==> config.mk <==
export PLATFORM = sky130hd
export DESIGN_NAME = disk_transfer_ctrl_flat
export DESIGN_NICKNAME = d
export VERILOG_FILES = /design/src/rtl/disk_xfer_pkg.sv /design/src/rtl/disk_transfer_ctrl_if.sv /design/src/rtl/disk_transfer_ctrl.sv /design/src/flat_wrapper.sv
export SDC_FILE = /design/constraint.sdc
export NUM_CORES = 1
export LEC_CHECK = 0
export ABC_AREA = 0
export CORE_UTILIZATION = 24
export DETAILED_ROUTE_END_ITERATION = 12
export SETUP_SLACK_MARGIN = 0.4
export SYNTH_ARGS = -nofsm -noshare
export SYNTH_HDL_FRONTEND = slang
export SYNTH_SLANG_ARGS = --single-unit
==> constraint.sdc <==
create_clock -name clk -period 2.26 [get_ports clk]
set_input_delay 0.452 -clock clk [delete_from_list [all_inputs] [get_ports clk]]
set_output_delay 0.452 -clock clk [all_outputs]
set_load 0.02 [all_outputs]
==> src/rtl/disk_xfer_pkg.sv <==
// Shared types and constants for the disk block-transfer controller.
package disk_xfer_pkg;

  // Controller states; LOAD_* handle disk->RAM, STORE_REQ handles RAM->disk.
  typedef enum logic [2:0] {
    IDLE      = 3'd0,
    LOAD_REQ  = 3'd1,
    LOAD_WR   = 3'd2,
    STORE_REQ = 3'd3,
    DONE      = 3'd4
  } state_t;

  // Transfer direction as sampled from dir with start.
  localparam logic DIR_LOAD  = 1'b0;
  localparam logic DIR_STORE = 1'b1;

endpackage

==> src/rtl/disk_transfer_ctrl_if.sv <==
// Request, RAM transfer-port and disk-port signals of the transfer controller.
// slave: the controller itself; master: the processor/RAM/disk side.
interface disk_transfer_ctrl_if #(
  parameter int DATA_WIDTH      = 16,
  parameter int ADDR_WIDTH      = 16,
  parameter int DISK_ADDR_WIDTH = 16,
  parameter int LEN_WIDTH       = 8
);

  // request side
  logic                       start;
  logic                       dir;
  logic [ADDR_WIDTH-1:0]      ram_base;
  logic [DISK_ADDR_WIDTH-1:0] disk_base;
  logic [LEN_WIDTH-1:0]       len;
  logic                       busy;
  logic                       done;
  logic [LEN_WIDTH-1:0]       count;

  // RAM transfer port
  logic                       ldd;
  logic                       tr;
  logic [ADDR_WIDTH-1:0]      addr_t;
  logic [DATA_WIDTH-1:0]      data_t;
  logic [DATA_WIDTH-1:0]      q_t;

  // disk port
  logic                       disk_req;
  logic                       disk_we;
  logic [DISK_ADDR_WIDTH-1:0] disk_addr;
  logic [DATA_WIDTH-1:0]      disk_wdata;
  logic                       disk_ack;
  logic [DATA_WIDTH-1:0]      disk_rdata;

  modport slave (
    input  start, dir, ram_base, disk_base, len,
    output busy, done, count,
    output ldd, tr, addr_t, data_t,
    input  q_t,
    output disk_req, disk_we, disk_addr, disk_wdata,
    input  disk_ack, disk_rdata
  );

  modport master (
    output start, dir, ram_base, disk_base, len,
    input  busy, done, count,
    input  ldd, tr, addr_t, data_t,
    output q_t,
    input  disk_req, disk_we, disk_addr, disk_wdata,
    output disk_ack, disk_rdata
  );

endinterface

==> src/rtl/disk_transfer_ctrl.sv <==
// Block-transfer controller: moves len words between disk and main memory,
// one word at a time, owning the RAM transfer port while busy.
//
// state     | meaning
// ----------+-----------------------------------------------------------
// IDLE      | waiting for start; pointers/count hold last transfer
// LOAD_REQ  | disk read outstanding at disk_ptr; word captured on ack
// LOAD_WR   | captured word written to RAM at ram_ptr (tr=1)
// STORE_REQ | disk write of RAM[ram_ptr] to disk_ptr; advances on ack
// DONE      | one-cycle completion pulse, then IDLE
module disk_transfer_ctrl
  import disk_xfer_pkg::*;
#(
  parameter int DATA_WIDTH      = 16,
  parameter int ADDR_WIDTH      = 16,
  parameter int DISK_ADDR_WIDTH = 16,
  parameter int LEN_WIDTH       = 8
) (
  input  logic           clk,
  input  logic           rst,
  disk_transfer_ctrl_if.slave bus
);

  state_t                     r_state;
  logic [ADDR_WIDTH-1:0]      r_ram_ptr;
  logic [DISK_ADDR_WIDTH-1:0] r_disk_ptr;
  logic [LEN_WIDTH-1:0]       r_remaining;
  logic [LEN_WIDTH-1:0]       r_count;
  logic [DATA_WIDTH-1:0]      r_data_t;

  logic                       w_busy;
  logic                       w_last;

  // The word just completed is the last one when one word was outstanding.
  assign w_last = (r_remaining == LEN_WIDTH'(1));

  // FSM plus pointer, length and count bookkeeping.
  always_ff @(posedge clk) begin
    if (rst) begin
      r_state     <= IDLE;
      r_ram_ptr   <= '0;
      r_disk_ptr  <= '0;
      r_remaining <= '0;
      r_count     <= '0;
      r_data_t    <= '0;
    end else begin
      unique case (r_state)
        IDLE: begin
          if (bus.start) begin
            r_ram_ptr   <= bus.ram_base;
            r_disk_ptr  <= bus.disk_base;
            r_remaining <= bus.len;
            r_count     <= '0;
            if (bus.len == '0)
              r_state <= DONE;
            else if (bus.dir == DIR_STORE)
              r_state <= STORE_REQ;
            else
              r_state <= LOAD_REQ;
          end
        end
        LOAD_REQ: begin
          if (bus.disk_ack) begin
            r_data_t <= bus.disk_rdata;
            r_state  <= LOAD_WR;
          end
        end
        LOAD_WR: begin
          r_ram_ptr   <= r_ram_ptr + ADDR_WIDTH'(1);
          r_disk_ptr  <= r_disk_ptr + DISK_ADDR_WIDTH'(1);
          r_count     <= r_count + LEN_WIDTH'(1);
          r_remaining <= r_remaining - LEN_WIDTH'(1);
          r_state     <= w_last ? DONE : LOAD_REQ;
        end
        STORE_REQ: begin
          if (bus.disk_ack) begin
            r_ram_ptr   <= r_ram_ptr + ADDR_WIDTH'(1);
            r_disk_ptr  <= r_disk_ptr + DISK_ADDR_WIDTH'(1);
            r_count     <= r_count + LEN_WIDTH'(1);
            r_remaining <= r_remaining - LEN_WIDTH'(1);
            r_state     <= w_last ? DONE : STORE_REQ;
          end
        end
        DONE: begin
          r_state <= IDLE;
        end
        default: begin
          r_state <= IDLE;
        end
      endcase
    end
  end

  // Strobes decoded from the registered state; disk write data is taken
  // straight from the RAM read port so a store needs no capture cycle.
  always_comb begin
    w_busy         = (r_state == LOAD_REQ) || (r_state == LOAD_WR) ||
                     (r_state == STORE_REQ);
    bus.busy       = w_busy;
    bus.ldd        = w_busy;
    bus.done       = (r_state == DONE);
    bus.tr         = (r_state == LOAD_WR);
    bus.disk_req   = (r_state == LOAD_REQ) || (r_state == STORE_REQ);
    bus.disk_we    = (r_state == STORE_REQ);
    bus.disk_wdata = (r_state == STORE_REQ) ? bus.q_t : '0;
    bus.count      = r_count;
    bus.addr_t     = r_ram_ptr;
    bus.data_t     = r_data_t;
    bus.disk_addr  = r_disk_ptr;
  end

endmodule

==> src/flat_wrapper.sv <==
// flat-port wrapper written by rule: the top's interface ports become plain ports
module disk_transfer_ctrl_flat import disk_xfer_pkg::*;
#(
  parameter int DATA_WIDTH      = 16,
  parameter int ADDR_WIDTH      = 16,
  parameter int DISK_ADDR_WIDTH = 16,
  parameter int LEN_WIDTH       = 8
)
  (clk, rst, bus_start, bus_dir, bus_ram_base, bus_disk_base, bus_len, bus_busy, bus_done, bus_count, bus_ldd, bus_tr, bus_addr_t, bus_data_t, bus_q_t, bus_disk_req, bus_disk_we, bus_disk_addr, bus_disk_wdata, bus_disk_ack, bus_disk_rdata);
  disk_transfer_ctrl_if #(.DATA_WIDTH(DATA_WIDTH), .ADDR_WIDTH(ADDR_WIDTH), .DISK_ADDR_WIDTH(DISK_ADDR_WIDTH), .LEN_WIDTH(LEN_WIDTH)) bus_i ();
  input  logic clk;
  input  logic rst;
  input wire logic [$bits(bus_i.start)-1:0] bus_start;
  input wire logic [$bits(bus_i.dir)-1:0] bus_dir;
  input wire logic [$bits(bus_i.ram_base)-1:0] bus_ram_base;
  input wire logic [$bits(bus_i.disk_base)-1:0] bus_disk_base;
  input wire logic [$bits(bus_i.len)-1:0] bus_len;
  output wire logic [$bits(bus_i.busy)-1:0] bus_busy;
  output wire logic [$bits(bus_i.done)-1:0] bus_done;
  output wire logic [$bits(bus_i.count)-1:0] bus_count;
  output wire logic [$bits(bus_i.ldd)-1:0] bus_ldd;
  output wire logic [$bits(bus_i.tr)-1:0] bus_tr;
  output wire logic [$bits(bus_i.addr_t)-1:0] bus_addr_t;
  output wire logic [$bits(bus_i.data_t)-1:0] bus_data_t;
  input wire logic [$bits(bus_i.q_t)-1:0] bus_q_t;
  output wire logic [$bits(bus_i.disk_req)-1:0] bus_disk_req;
  output wire logic [$bits(bus_i.disk_we)-1:0] bus_disk_we;
  output wire logic [$bits(bus_i.disk_addr)-1:0] bus_disk_addr;
  output wire logic [$bits(bus_i.disk_wdata)-1:0] bus_disk_wdata;
  input wire logic [$bits(bus_i.disk_ack)-1:0] bus_disk_ack;
  input wire logic [$bits(bus_i.disk_rdata)-1:0] bus_disk_rdata;
  assign bus_i.start = bus_start;
  assign bus_i.dir = bus_dir;
  assign bus_i.ram_base = bus_ram_base;
  assign bus_i.disk_base = bus_disk_base;
  assign bus_i.len = bus_len;
  assign bus_busy = bus_i.busy;
  assign bus_done = bus_i.done;
  assign bus_count = bus_i.count;
  assign bus_ldd = bus_i.ldd;
  assign bus_tr = bus_i.tr;
  assign bus_addr_t = bus_i.addr_t;
  assign bus_data_t = bus_i.data_t;
  assign bus_i.q_t = bus_q_t;
  assign bus_disk_req = bus_i.disk_req;
  assign bus_disk_we = bus_i.disk_we;
  assign bus_disk_addr = bus_i.disk_addr;
  assign bus_disk_wdata = bus_i.disk_wdata;
  assign bus_i.disk_ack = bus_disk_ack;
  assign bus_i.disk_rdata = bus_disk_rdata;
  disk_transfer_ctrl #(.DATA_WIDTH(DATA_WIDTH), .ADDR_WIDTH(ADDR_WIDTH), .DISK_ADDR_WIDTH(DISK_ADDR_WIDTH), .LEN_WIDTH(LEN_WIDTH)) u_core (.clk(clk), .rst(rst), .bus(bus_i));
endmodule
; After elaboration in Yosys (flattened, before gate mapping)
; Cells that the tools add are included.
[word_totals]
regBits = 67
out_inout_bits = 78
wordCells = 48
[op_classes]
addsub = 4
eq_ne = 8
muxes = 21
n_reduce_logical = 9
[ops]
columns = cell, count
row1 = 16-bit one-hot mux with 3 select lines, 2
row2 = 16-bit two-way mux, 5
row3 = 8-bit one-hot mux with 3 select lines, 2
row4 = 16-bit by 1-bit adder with 16-bit output (second input constant), 2
row5 = 8-bit two-way mux, 4
row6 = 3-bit two-way mux, 6
row7 = 3-bit one-hot mux with 4 select lines, 1
row8 = 8-bit by 1-bit adder with 8-bit output (second input constant), 1
row9 = 8-bit by 1-bit == test with 1-bit output (second input constant), 1
row10 = 8-bit logical NOT, 1
row11 = 8-bit by 1-bit subtractor with 8-bit output (second input constant), 1
row12 = 3-bit by 2-bit == test with 1-bit output (second input constant), 2
row13 = 3-bit AND reduction, 2
row14 = 2-bit != test (second input constant), 2
row15 = 3-bit by 1-bit == test with 1-bit output (second input constant), 1
row16 = 3-bit == test (second input constant), 1
row17 = 3-bit logical NOT, 1
row18 = 1-bit logical OR, 3
row19 = 3-bit nonzero test, 1
row20 = 2-bit two-way mux, 1
row21 = 2-bit by 1-bit != test with 1-bit output (second input constant), 1
row22 = 2-bit AND reduction, 1

; Logic depth before layout (Yosys ltp)
; Gate-level depths: netlist of run 1.
[logic_depth]
word_depth = 4
depth_mapped = 6
ltp_nobuf = 6

; Least setup slack after synthesis of run 1
; Ideal clock, no wire load.
[synth_path]
path_type = register -> output
from = reg u_core.r_state[2]
to = out bus_ldd
arrival_time_ns = 1.669
slack_ns = 0.139
stages_incl_launch_ff = 6
path_buffers = 3
cell_sequence = dfxtp_1 > nand2b_1 > clkbuf_1 > clkbuf_1 > o21ai_0 > buf_4
[synth_via]
elab_chain_len = 3
[synth_rtl]
columns = element, line_no
row1 = start: declaration, disk_transfer_ctrl.sv:24  ; state_t r_state;
row2 = start signal: assignment, disk_transfer_ctrl.sv:73  ; r_state <= w_last ? DONE : LOAD_REQ;
row3 = start signal: assignment, disk_transfer_ctrl.sv:81  ; r_state <= w_last ? DONE : STORE_REQ;
row4 = 3-bit by 1-bit == test with 1-bit output or 3-bit by 2-bit == test with 1-bit output (tied branches), disk_transfer_ctrl.sv:97  ; w_busy = (r_state == LOAD_REQ) || (r_state == LOAD_WR) ||
row5 = 1-bit logical OR, disk_transfer_ctrl.sv:97
row6 = 1-bit logical OR *, disk_transfer_ctrl.sv:97
row7 = end: declaration, flat_wrapper.sv:21  ; output wire logic [$bits(bus_i.ldd)-1:0] bus_ldd;
; Mark *: on every way between the ends. The rest lies on a longest branch, timed or not.

; Worst setup path after layout of run 1
[layout_path]
from = reg u_core.r_state[2]
to = out bus_done
[layout_via]
elab_chain_len = 1
[layout_rtl]
columns = element, line_no
row1 = 3-bit == test, disk_transfer_ctrl.sv:101  ; bus.done = (r_state == DONE);
row2 = end: declaration, flat_wrapper.sv:19  ; output wire logic [$bits(bus_i.done)-1:0] bus_done;
; No other way between the ends.

==> impl_metrics.yaml, run 1 <==
status:
  status: "finished clean"
synthesis:
  synthTopCellsByArea: "dfxtp_1, a21oi_1, nand2_1"
  syn_inst: 508
  ys_types: 57
  synth_ff_type: "dfxtp_1"
  synth_nets: 590
  yosys_warnings: 0
  ys_ff_latch: 67
  synth-async-reset-ratio_pct: 0
  syn_area_sq_mm: 0.003831
  seq_area_frac_synth_pct: 35.01
  synth_area_leader_cell: "dfxtp_1"
  synth_edf_count: 0
  netlist.area_leader.share_pct: 35.01
  syn_avg_cell_area_sq_um: 7.542
die:
  core_area_sq_mm: 0.01537
  die_h_um: 128.3
  fp.dieW_um: 128.3
  rows: 45
  dieArea_sq_mm: 0.01647
  ios: 155
  start_util_pct: 24.92
pwr:
  pwr-share-comb_pct: 37.1
  vdd_drop_max_mv: 0.4717
  p_per_area_mw_per_mm2: 738.4
  p_leak_nw: 2.471
  clockPowerShare_pct: 28.9
  p_sw_share_pct: 36.98
  pwr-share-seq_pct: 34.0
  p_sw_mw: 1.687
  p_int_mw: 2.875
route:
  drc: 0
  wl_met1_um: 6398
  vias: 4525
  postRouteAntennaNets: 0
  highest_layer: "met4"
  routed_wl_um: 14050
  drtIter0Drc: 240
  dr.pass1.iters: 5
  met3_length_um: 574
  met2WireLength_um: 6843
  wire_per_inst_um: 15.79
  avgViaCountPerCell: 5.084
cells_and_area:
  final_cell_mix: "clkdlybuf4s50_1, nand2_1, dfxtp_1, a21oi_1, nor2_1"
  nets: 756
  synthToLayoutAreaGrowth_pct: 61.27
  n_antenna_cell: 0
  layout_commonest_cell: "clkdlybuf4s50_1"
  drive_above_1_share_pct: 17.08
  fin_util_pct: 40.20
  fillers: 1555
clock_tree:
  numCtsBuffers: 9
  clk_pin_slew_ps: 60
  cts_hold_buf: 0
  cts.sinks: 67
  tritoncts: "done"
  cts_htree_levels: 3
  clock-root-buffer: "clkbuf_16"
  cts_buffer_depth: 2
  insertion_delay_ps: 330
critical_path:
  endpoint: "bus_done"
  end_kind: "output port"
  arrival_ps: 1380
  crit_path_start_kind: "flip-flop"
  cp-startpoint: "u_core.r_state[2]"
  cp_slowest_cell: "dfxtp_2"
  worstPathMaxFanout: 7
  cp.required_ps: 1810
  cp_cell_sequence: "buf_4 > nor3b_2 > clkdlybuf4s15_2"
  cpPeakStageDelay_ps: 390
  criticalPathCategory: "reg -> out"
  rrSetupSlack_ps: 440
  rr_startpoint: "u_core.bus.disk_addr[1]"
  regToRegEndpoint: "u_core.bus.disk_addr[12]"
  reg2regPathDepth: 5
timing:
  timing.final.crit_share_pct: 81.01
  worst_pin_slew_ps: 669.3
  fin_tns_setup_ps: 0
  drv_slew: 0
  finalClockSkew_ps: 4.571
  fmax_mhz: 546.2
  relSlewSlack_pct: 55.38
  rsz0062_at_grt: "true"
  hold_violations: 0
  setup_viol: 0
  fin_crit_ps: 1831
place:
  post-dp-hpwl_um: 9755
  port_buffers: 154
  globalplace.congestion: 0.8529
grt:
  antenna_found_initial: 0
  grt_remaining_overflow: 0
  grtUsageTotal_pct: 16.67
  grt_pass1_vias: 4107
  grt_max_degree: 66
  grt_pass1_wl_um: 21570
min_path:
  min_path_type: "reg -> reg"
run:
  cap_violations: 0
==> critical path, delay by kind of cell (launching register included) <==
family	cells	cell delay, ps
DFF	1	390
and+or+nand+nor	1	170
buffers and inverters	2	490
==> power by group through the flow <==
stage	combinational [mW]	clock (mW)	sequential, mW
6_report	1.69	1.32	1.55
3_5_place_dp	1.58	0	1.56
2_1_floorplan	0.734	0	1.66
5_1_grt	1.84	1.42	1.58
4_1_cts	1.59	1.36	1.54
3_3_place_gp	1.55	0	1.56
==> timing repair <==
item / in CTS / in global routing
cloned: 1 / 2
pin swaps: 1 / 3
endpoints found under the setup margin: 67 / 43
gates resized for setup: 110 / 33
buffers inserted: 3 / 7
==> cell usage after synthesis, types with 5 or more instances <==
| master | n |
|---|---|
| a21oi_1 | 55 |
| a31oi_1 | 11 |
| and2_1 | 9 |
| and3_1 | 21 |
| clkbuf_1 | 36 |
| dfxtp_1 | 67 |
| ha_1 | 5 |
| inv_1 | 13 |
| nand2_1 | 68 |
| nand2b_1 | 5 |
| nand3_1 | 17 |
| nand4_1 | 19 |
| nor2_1 | 31 |
| nor2b_1 | 6 |
| nor3_1 | 14 |
| nor4_1 | 10 |
| nor4b_1 | 8 |
| o21ai_0 | 30 |
| or4_1 | 6 |
==> sequential cells by signal (all words and copies together), names as in the netlist <==
name / cells
u_core.bus.addr_t: 16
u_core.bus.count: 8
u_core.bus.data_t: 16
u_core.bus.disk_addr: 16
u_core.r_remaining: 8
u_core.r_state: 3
==> metrics by stage <==
stage | power (mW) | setup slack (ps) | instance area [sq um] | hold slack (ps) | std cells
2_1_floorplan | 2.395 | 376.0 | 3866 | 449.2 | 508
3_3_place_gp | 3.108 | 9.178 | 5763 | 443.4 | 861
3_5_place_dp | 3.149 | -92.60 | 5763 | 448.1 | 861
4_1_cts | 4.494 | 265.9 | 6035 | 455.9 | 881
5_1_grt | 4.837 | 348.3 | 6178 | 482.9 | 890
6_report | 4.562 | 429.1 | 6178 | 455.0 | 890
==> cells by family (layout without fill, tap and decap cells) <==
family                   after synthesis  after routing  share of synthesized area, %
AND/OR/NAND/NOR                      233            233                         32.72
AO/OA/AOI/OAI                        142            142                         22.89
flip-flops                            67             67                         35.01
buffers and inverters                 51            222                         5.127
multiplexers                           6              6                         1.698
adder cells (fa/ha/maj)                5              5                         1.633
XOR/XNOR                               4              4                        0.9143
==> worst min-delay path by stage <==
stage,startpoint,endpoint,slack (ps),depth (start not counted)
after floorplan,u_core.r_remaining[6],u_core.r_remaining[6],450,2
after global routing,u_core.bus.data_t[9],u_core.bus.data_t[9],480,2
after global placement,u_core.bus.data_t[4],u_core.bus.data_t[4],440,2
after CTS,u_core.bus.data_t[4],u_core.bus.data_t[4],460,2
final,u_core.bus.data_t[9],u_core.bus.data_t[9],450,2
after detailed placement,u_core.bus.data_t[9],u_core.bus.data_t[9],450,2
==> area by class of cell <==
type / instances / area, sq um / area share [%]
flip-flops and latches: 67 / 1365 / 22.09
clock buffers: 9 / 225.2 / 3.645
well taps: 211 / 264.0 / 4.273
clock inverters: 7 / 52.55 / 0.8505
repair buffers: 193 / 1837 / 29.73
multi-input cells: 390 / 2386 / 38.62
inverters: 13 / 48.80 / 0.7898
==> layer usage <==
metal,vias up,GRT usage [%]
met5,-,0
met2,118,26.80
met4,0,7.474
met1,2174,22.09
li1,2217,-
met3,16,2.453
No activity file was read; power rests on OpenSTA's default activity.
==> inputs of run 2 (changes only) <==
Clock period 2.26 ns to 1.6 ns, I/O delays scaled along.
==> run 2 against run 1 <==
  * The run now ends with setup timing left
  * Sequential power rose by 37%
  * Non-clock buffer count rose by 100
  * Core utilization rose by 13 points
  * Power rose by 84%
  * Design area rose by 33%
  * Clock-buffer cell count rose by 2
  * Flip-flop and latch count did not move
  * Highest routed layer unchanged
==> impl_metrics.yaml, run 2 (synthesis gave the netlist of run 1 again) <==
status:
  status: "finished, violations left"
  violations: "setup timing"
timing:
  drv_slew: 0
  fmax_mhz: 560.9
  setup_viol: 52
  worst_pin_slew_ps: 419.4
  rsz0062_at_grt: "true"
  finalClockSkew_ps: 3.892
  fin_crit_ps: 1783
  timing.final.crit_share_pct: 111.4
  layout_setup_ws_ps: -182.9
  hold_violations: 0
  relSlewSlack_pct: 72.01
route:
  avgViaCountPerCell: 5.086
  routed_wl_um: 16360
  postRouteAntennaNets: 0
  dr.pass1.iters: 4
  vias: 5035
  drtIter0Drc: 319
  wire_per_inst_um: 16.52
  drc: 0
critical_path:
  criticalPathCategory: "reg -> reg"
  crit_family: "simple AND/OR/NAND/NOR gates"
  arrival_ps: 2040
  cpPeakStageDelay_ps: 500
  cp_num_buf_inv: 0
  cp_cell_sequence: "ha_4 > nand4_4 > or4_4 > or4_1 > a31oi_1"
  crit_path_start_kind: "flip-flop"
  cp.required_ps: 1860
  end_kind: "flip-flop"
  cp_slowest_cell: "or4_4"
  rrSetupSlack_ps: -180
  worstPathMaxFanout: 2
pwr:
  pwr-share-comb_pct: 50.8
  p_sw_share_pct: 34.99
  pwr-share-seq_pct: 25.4
  vdd_drop_max_mv: 0.5242
  p_sw_mw: 2.929
  clockPowerShare_pct: 23.8
  p_int_mw: 5.443
  p_per_area_mw_per_mm2: 1018
  p_leak_nw: 3.207
  power.total_mw: 8.372
die:
  start_util_pct: 24.92
  rows: 45
  ios: 155
  dieArea_sq_mm: 0.01647
  die_h_um: 128.3
  core_area_sq_mm: 0.01537
  fp.dieW_um: 128.3
cells_and_area:
  drive_above_1_share_pct: 51.22
  fillers: 1359
  ff_latch_area_sq_mm: 0.001460
  multi_input_area_sq_mm: 0.003054
  fin_util_pct: 53.48
  layout_commonest_cell: "buf_6"
  final_cell_mix: "buf_6, clkdlybuf4s50_1, buf_4, nand2_1, a21oi_1"
  nets: 856
  synthToLayoutAreaGrowth_pct: 114.6
  n_antenna_cell: 0
grt:
  grtUsageTotal_pct: 18.83
  antenna_found_initial: 0
  grt_pass1_vias: 4834
  grt_remaining_overflow: 0
  grt_max_degree: 58
  grt_pass1_wl_um: 24580
clock_tree:
  clock-root-buffer: "clkbuf_16"
  clk_pin_slew_ps: 60
  numCtsBuffers: 9
  insertion_delay_ps: 330
  cts_hold_buf: 0
  cts_buffer_depth: 2
  tritoncts: "done"
  cts.sinks: 67
  cts_htree_levels: 3
place:
  port_buffers: 154
  dpl_worst_slack_ps: -450.5
  globalplace.congestion: 0.8568
  post-dp-hpwl_um: 10810
min_path:
  min_path_type: "reg -> reg"
run:
  cap_violations: 0
## run 2: per-layer routing
metal / GRT usage, % / share of wire [%] / vias up
met3: 2.370 / 5.4 / 26
met5: 0 / 0 / -
met4: 7.820 / 2.3 / 0
li1: - / - / 2421
met2: 31.76 / 49 / 172
met1: 24.24 / 43 / 2416
## run 2: cell type report
| class | count | area share, % |
|---|---|---|
| inverters | 13 | 0.5936 |
| well taps | 211 | 3.212 |
| multi-input cells | 390 | 37.15 |
| repair buffers | 293 | 37.70 |
| flip-flops and latches | 67 | 17.76 |
| clock buffers | 11 | 2.953 |
| clock inverters | 5 | 0.6240 |
## run 2: worst min-delay path, cell delays in order (launching register included)
cell and delay, ps:
dfxtp_1 300, nand2_1 50, a21oi_1 50
## run 2: what timing repair did
item / CTS / global route
endpoints found under the setup margin: 145 / 120
buffers inserted: 17 / 18
gates resized for setup: 497 / 89
pin swaps: 24 / 50
gates cloned: 5 / 3
## run 2: worst paths after layout
check	start	end	cells after the start
hold reg to reg	u_core.bus.data_t[5]	u_core.bus.data_t[5]	2
hold / removal	u_core.bus.data_t[5]	u_core.bus.data_t[5]	2
setup / recovery	u_core.bus.addr_t[1]	u_core.bus.addr_t[14]	5
setup reg to reg	u_core.bus.addr_t[1]	u_core.bus.addr_t[14]	5
## run 2: power by group through the flow
| stage | clock [mW] | sequential (mW) | combinational [mW] |
|---|---|---|---|
| 6_report | 1.99 | 2.13 | 4.25 |
| 5_1_grt | 2.08 | 2.15 | 4.51 |
| 4_1_cts | 2.01 | 2.12 | 3.65 |
| 3_5_place_dp | 0 | 2.13 | 3.00 |
| 3_3_place_gp | 0 | 2.11 | 2.97 |
| 2_1_floorplan | 0 | 2.41 | 1.44 |
## run 2: metrics by stage
stage	hold WS, ps	TNS (ps)	instance area (sq um)	instances
4_1_cts	453.7	-1279	7640	969
3_3_place_gp	443.2	-19910	6832	931
2_1_floorplan	456.0	-363.4	4587	508
6_report	451.4	-2813	8220	990
5_1_grt	469.5	-5268	8220	990
3_5_place_dp	448.6	-21180	6832	931
==> inputs of run 3 (changes only) <==
Settings changed: GPL_ROUTABILITY_DRIVEN from default to 0, SETUP_SLACK_MARGIN 0.4 to default.
==> run 3 against run 2 <==
  * Critical path depth unchanged
  * Core utilization fell by 5.7 points
  * Largest power group unchanged
  * Setup slack improved by 26 ps
  * Highest routed layer unchanged
  * Fmax rose by 1.5%
  * Clock power up 13%
  * The flow still finishes with violations (setup timing)
  * Flip-flop and latch count unchanged
  * First-iteration DRC count rose by 4.4%
  * Largest cell class unchanged
  * Register-to-register slack better by 30 ps
  * Die area stayed put
==> impl_metrics.yaml, run 3 (synthesis gave the netlist of run 1 again) <==
critical_path:
  regToRegEndpoint: "u_core.bus.addr_t[14]"
  arrival_ps: 2020
  reg2regPathDepth: 5
  cpPeakStageDelay_ps: 490
  crit_path_start_kind: "flip-flop"
  cp_slowest_cell: "or4_4"
  cp_cell_sequence: "ha_4 > nand4_4 > or4_4 > or4_1 > a31oi_1"
  cp_num_buf_inv: 0
  criticalPathCategory: "reg -> reg"
  cp.required_ps: 1860
  rrSetupSlack_ps: -160
  worstPathMaxFanout: 2
  crit_family: "simple AND/OR/NAND/NOR gates"
  rr_startpoint: "u_core.bus.addr_t[0]"
  end_kind: "flip-flop"
die:
  fp.dieW_um: 128.3
  die_h_um: 128.3
  ios: 155
  dieArea_sq_mm: 0.01647
  rows: 45
  core_area_sq_mm: 0.01537
  start_util_pct: 24.92
timing:
  worst_pin_slew_ps: 535.4
  fin_tns_setup_ps: -740.8
  layout_setup_ws_ps: -156.7
  relSlewSlack_pct: 63.98
  hold_violations: 0
  finalClockSkew_ps: 3.228
  fin_crit_ps: 1757
  timing.final.crit_share_pct: 109.8
  setup_viol: 30
  drv_slew: 0
  fmax_mhz: 569.3
  rsz0062_at_grt: "true"
cells_and_area:
  drive_above_1_share_pct: 31.41
  synthToLayoutAreaGrowth_pct: 91.51
  nets: 838
  fin_util_pct: 47.73
  fin_area_sq_mm: 0.007337
  n_antenna_cell: 0
  fin_cells: 972
  final_cell_mix: "buf_4, clkdlybuf4s50_1, nand2_1, dlygate4sd2_1, a21oi_1"
  layout_commonest_cell: "buf_4"
clock_tree:
  cts_htree_levels: 3
  cts_buffer_depth: 2
  cts_hold_buf: 0
  cts.sinks: 67
  numCtsBuffers: 9
  clock-root-buffer: "clkbuf_16"
  tritoncts: "done"
  insertion_delay_ps: 340
  clk_pin_slew_ps: 60
pwr:
  pwr-share-seq_pct: 27.2
  p_leak_nw: 3.091
  clockPowerShare_pct: 29.4
  pwr-share-comb_pct: 43.3
  p_int_mw: 5.012
  p_sw_share_pct: 34.18
  p_per_area_mw_per_mm2: 1038
  power.total_mw: 7.615
  vdd_drop_max_mv: 0.6286
  p_sw_mw: 2.602
grt:
  grt_max_degree: 58
  grtUsageTotal_pct: 17.84
  grt_remaining_overflow: 0
  antenna_found_initial: 0
  grt_pass1_wl_um: 23250
  grt_pass1_vias: 4559
min_path:
  hold_depth: 2
  min_from: "u_core.bus.data_t[15]"
  min_path_type: "reg -> reg"
  holdPathEnd: "u_core.bus.data_t[15]"
route:
  dr.pass1.iters: 5
  vias: 4939
  avgViaCountPerCell: 5.081
  drc: 0
  wire_per_inst_um: 15.84
  drtIter0Drc: 333
  postRouteAntennaNets: 0
  routed_wl_um: 15400
status:
  violations: "setup timing"
  status: "finished, violations left"
place:
  place_inst: 921
  place_area_sq_mm: 0.006286
  post-dp-hpwl_um: 10470
  port_buffers: 154
run:
  cap_violations: 0
==> run 3: changes by cell type in the layout (fill, tap and decap cells not counted), sizes merged <==
cell | previous run | this run
inv | 14 | 13
clkbuf | 14 | 12
buf | 214 | 141
clkdlybuf4s50 | 73 | 74
clkinv | 3 | 2
bufinv | 1 | 2
clkinvlp | 0 | 1
a21o | 4 | 5
dlygate4sd2 | 1 | 55
dlymetal6s2s | 1 | 2
==> run 3: how the worst max path moves through the flow <==
stage / from / to / cells after the start
after CTS: u_core.bus.addr_t[0] / u_core.bus.addr_t[14] / 5
after floorplan: u_core.bus.addr_t[1] / u_core.bus.addr_t[14] / 5
after global placement: bus_start / u_core.bus.count[7] / 5
after global routing: u_core.bus.addr_t[0] / u_core.bus.addr_t[14] / 5
final: u_core.bus.addr_t[0] / u_core.bus.addr_t[14] / 5
after detailed placement: bus_start / u_core.bus.count[5] / 5
==> run 3: worst min-delay path: stages (launching register included) <==
cell and delay [ps]:
dfxtp_1 310, nand2_1 50, a21oi_1 50
==> run 3: layout make-up <==
type | count | area (sq um)
Clock inverter | 5 | 85.08
Inverter | 13 | 48.80
Sequential cell | 67 | 1374
Timing Repair Buffer | 274 | 2661
Clock buffer | 11 | 252.7
Multi-Input combinational cell | 391 | 2651
Tap cell | 211 | 264.0
Fill cell | 1449 | 8034
==> run 3: metal layers <==
metal	global-route usage, %	wire length (um)	vias to the layer above
met4	5.536	325	0
met5	0	0	-
met1	23.14	6814	2384
met3	3.368	770	24
li1	-	-	2380
met2	29.89	7486	151
==> run 3: power groups by stage <==
stage | clock network (mW) | registers (mW) | logic [mW]
after floorplan | 0 | 2.37 | 1.05
final | 2.24 | 2.07 | 3.30
after global routing | 2.36 | 2.11 | 3.54
after CTS | 2.29 | 2.07 | 3.02
after global placement | 0 | 2.10 | 2.65
after detailed placement | 0 | 2.11 | 2.69
==> run 3: through the flow <==
| step | hold slack (ps) | worst slack (ps) |
|---|---|---|
| 2_1_floorplan | 449.2 | -187.4 |
| 3_3_place_gp | 443.6 | -347.5 |
| 3_5_place_dp | 450.5 | -378.0 |
| 4_1_cts | 458.9 | -150.4 |
| 5_1_grt | 474.3 | -229.4 |
| 6_report | 452.4 | -156.7 |
==> run 3: timing repair <==
item                       4_1_cts  5_1_grt
buffers inserted                12       18
gates cloned                     5        2
setup endpoints to repair      113       88
resized for setup              205       83
pin swaps                       11       30
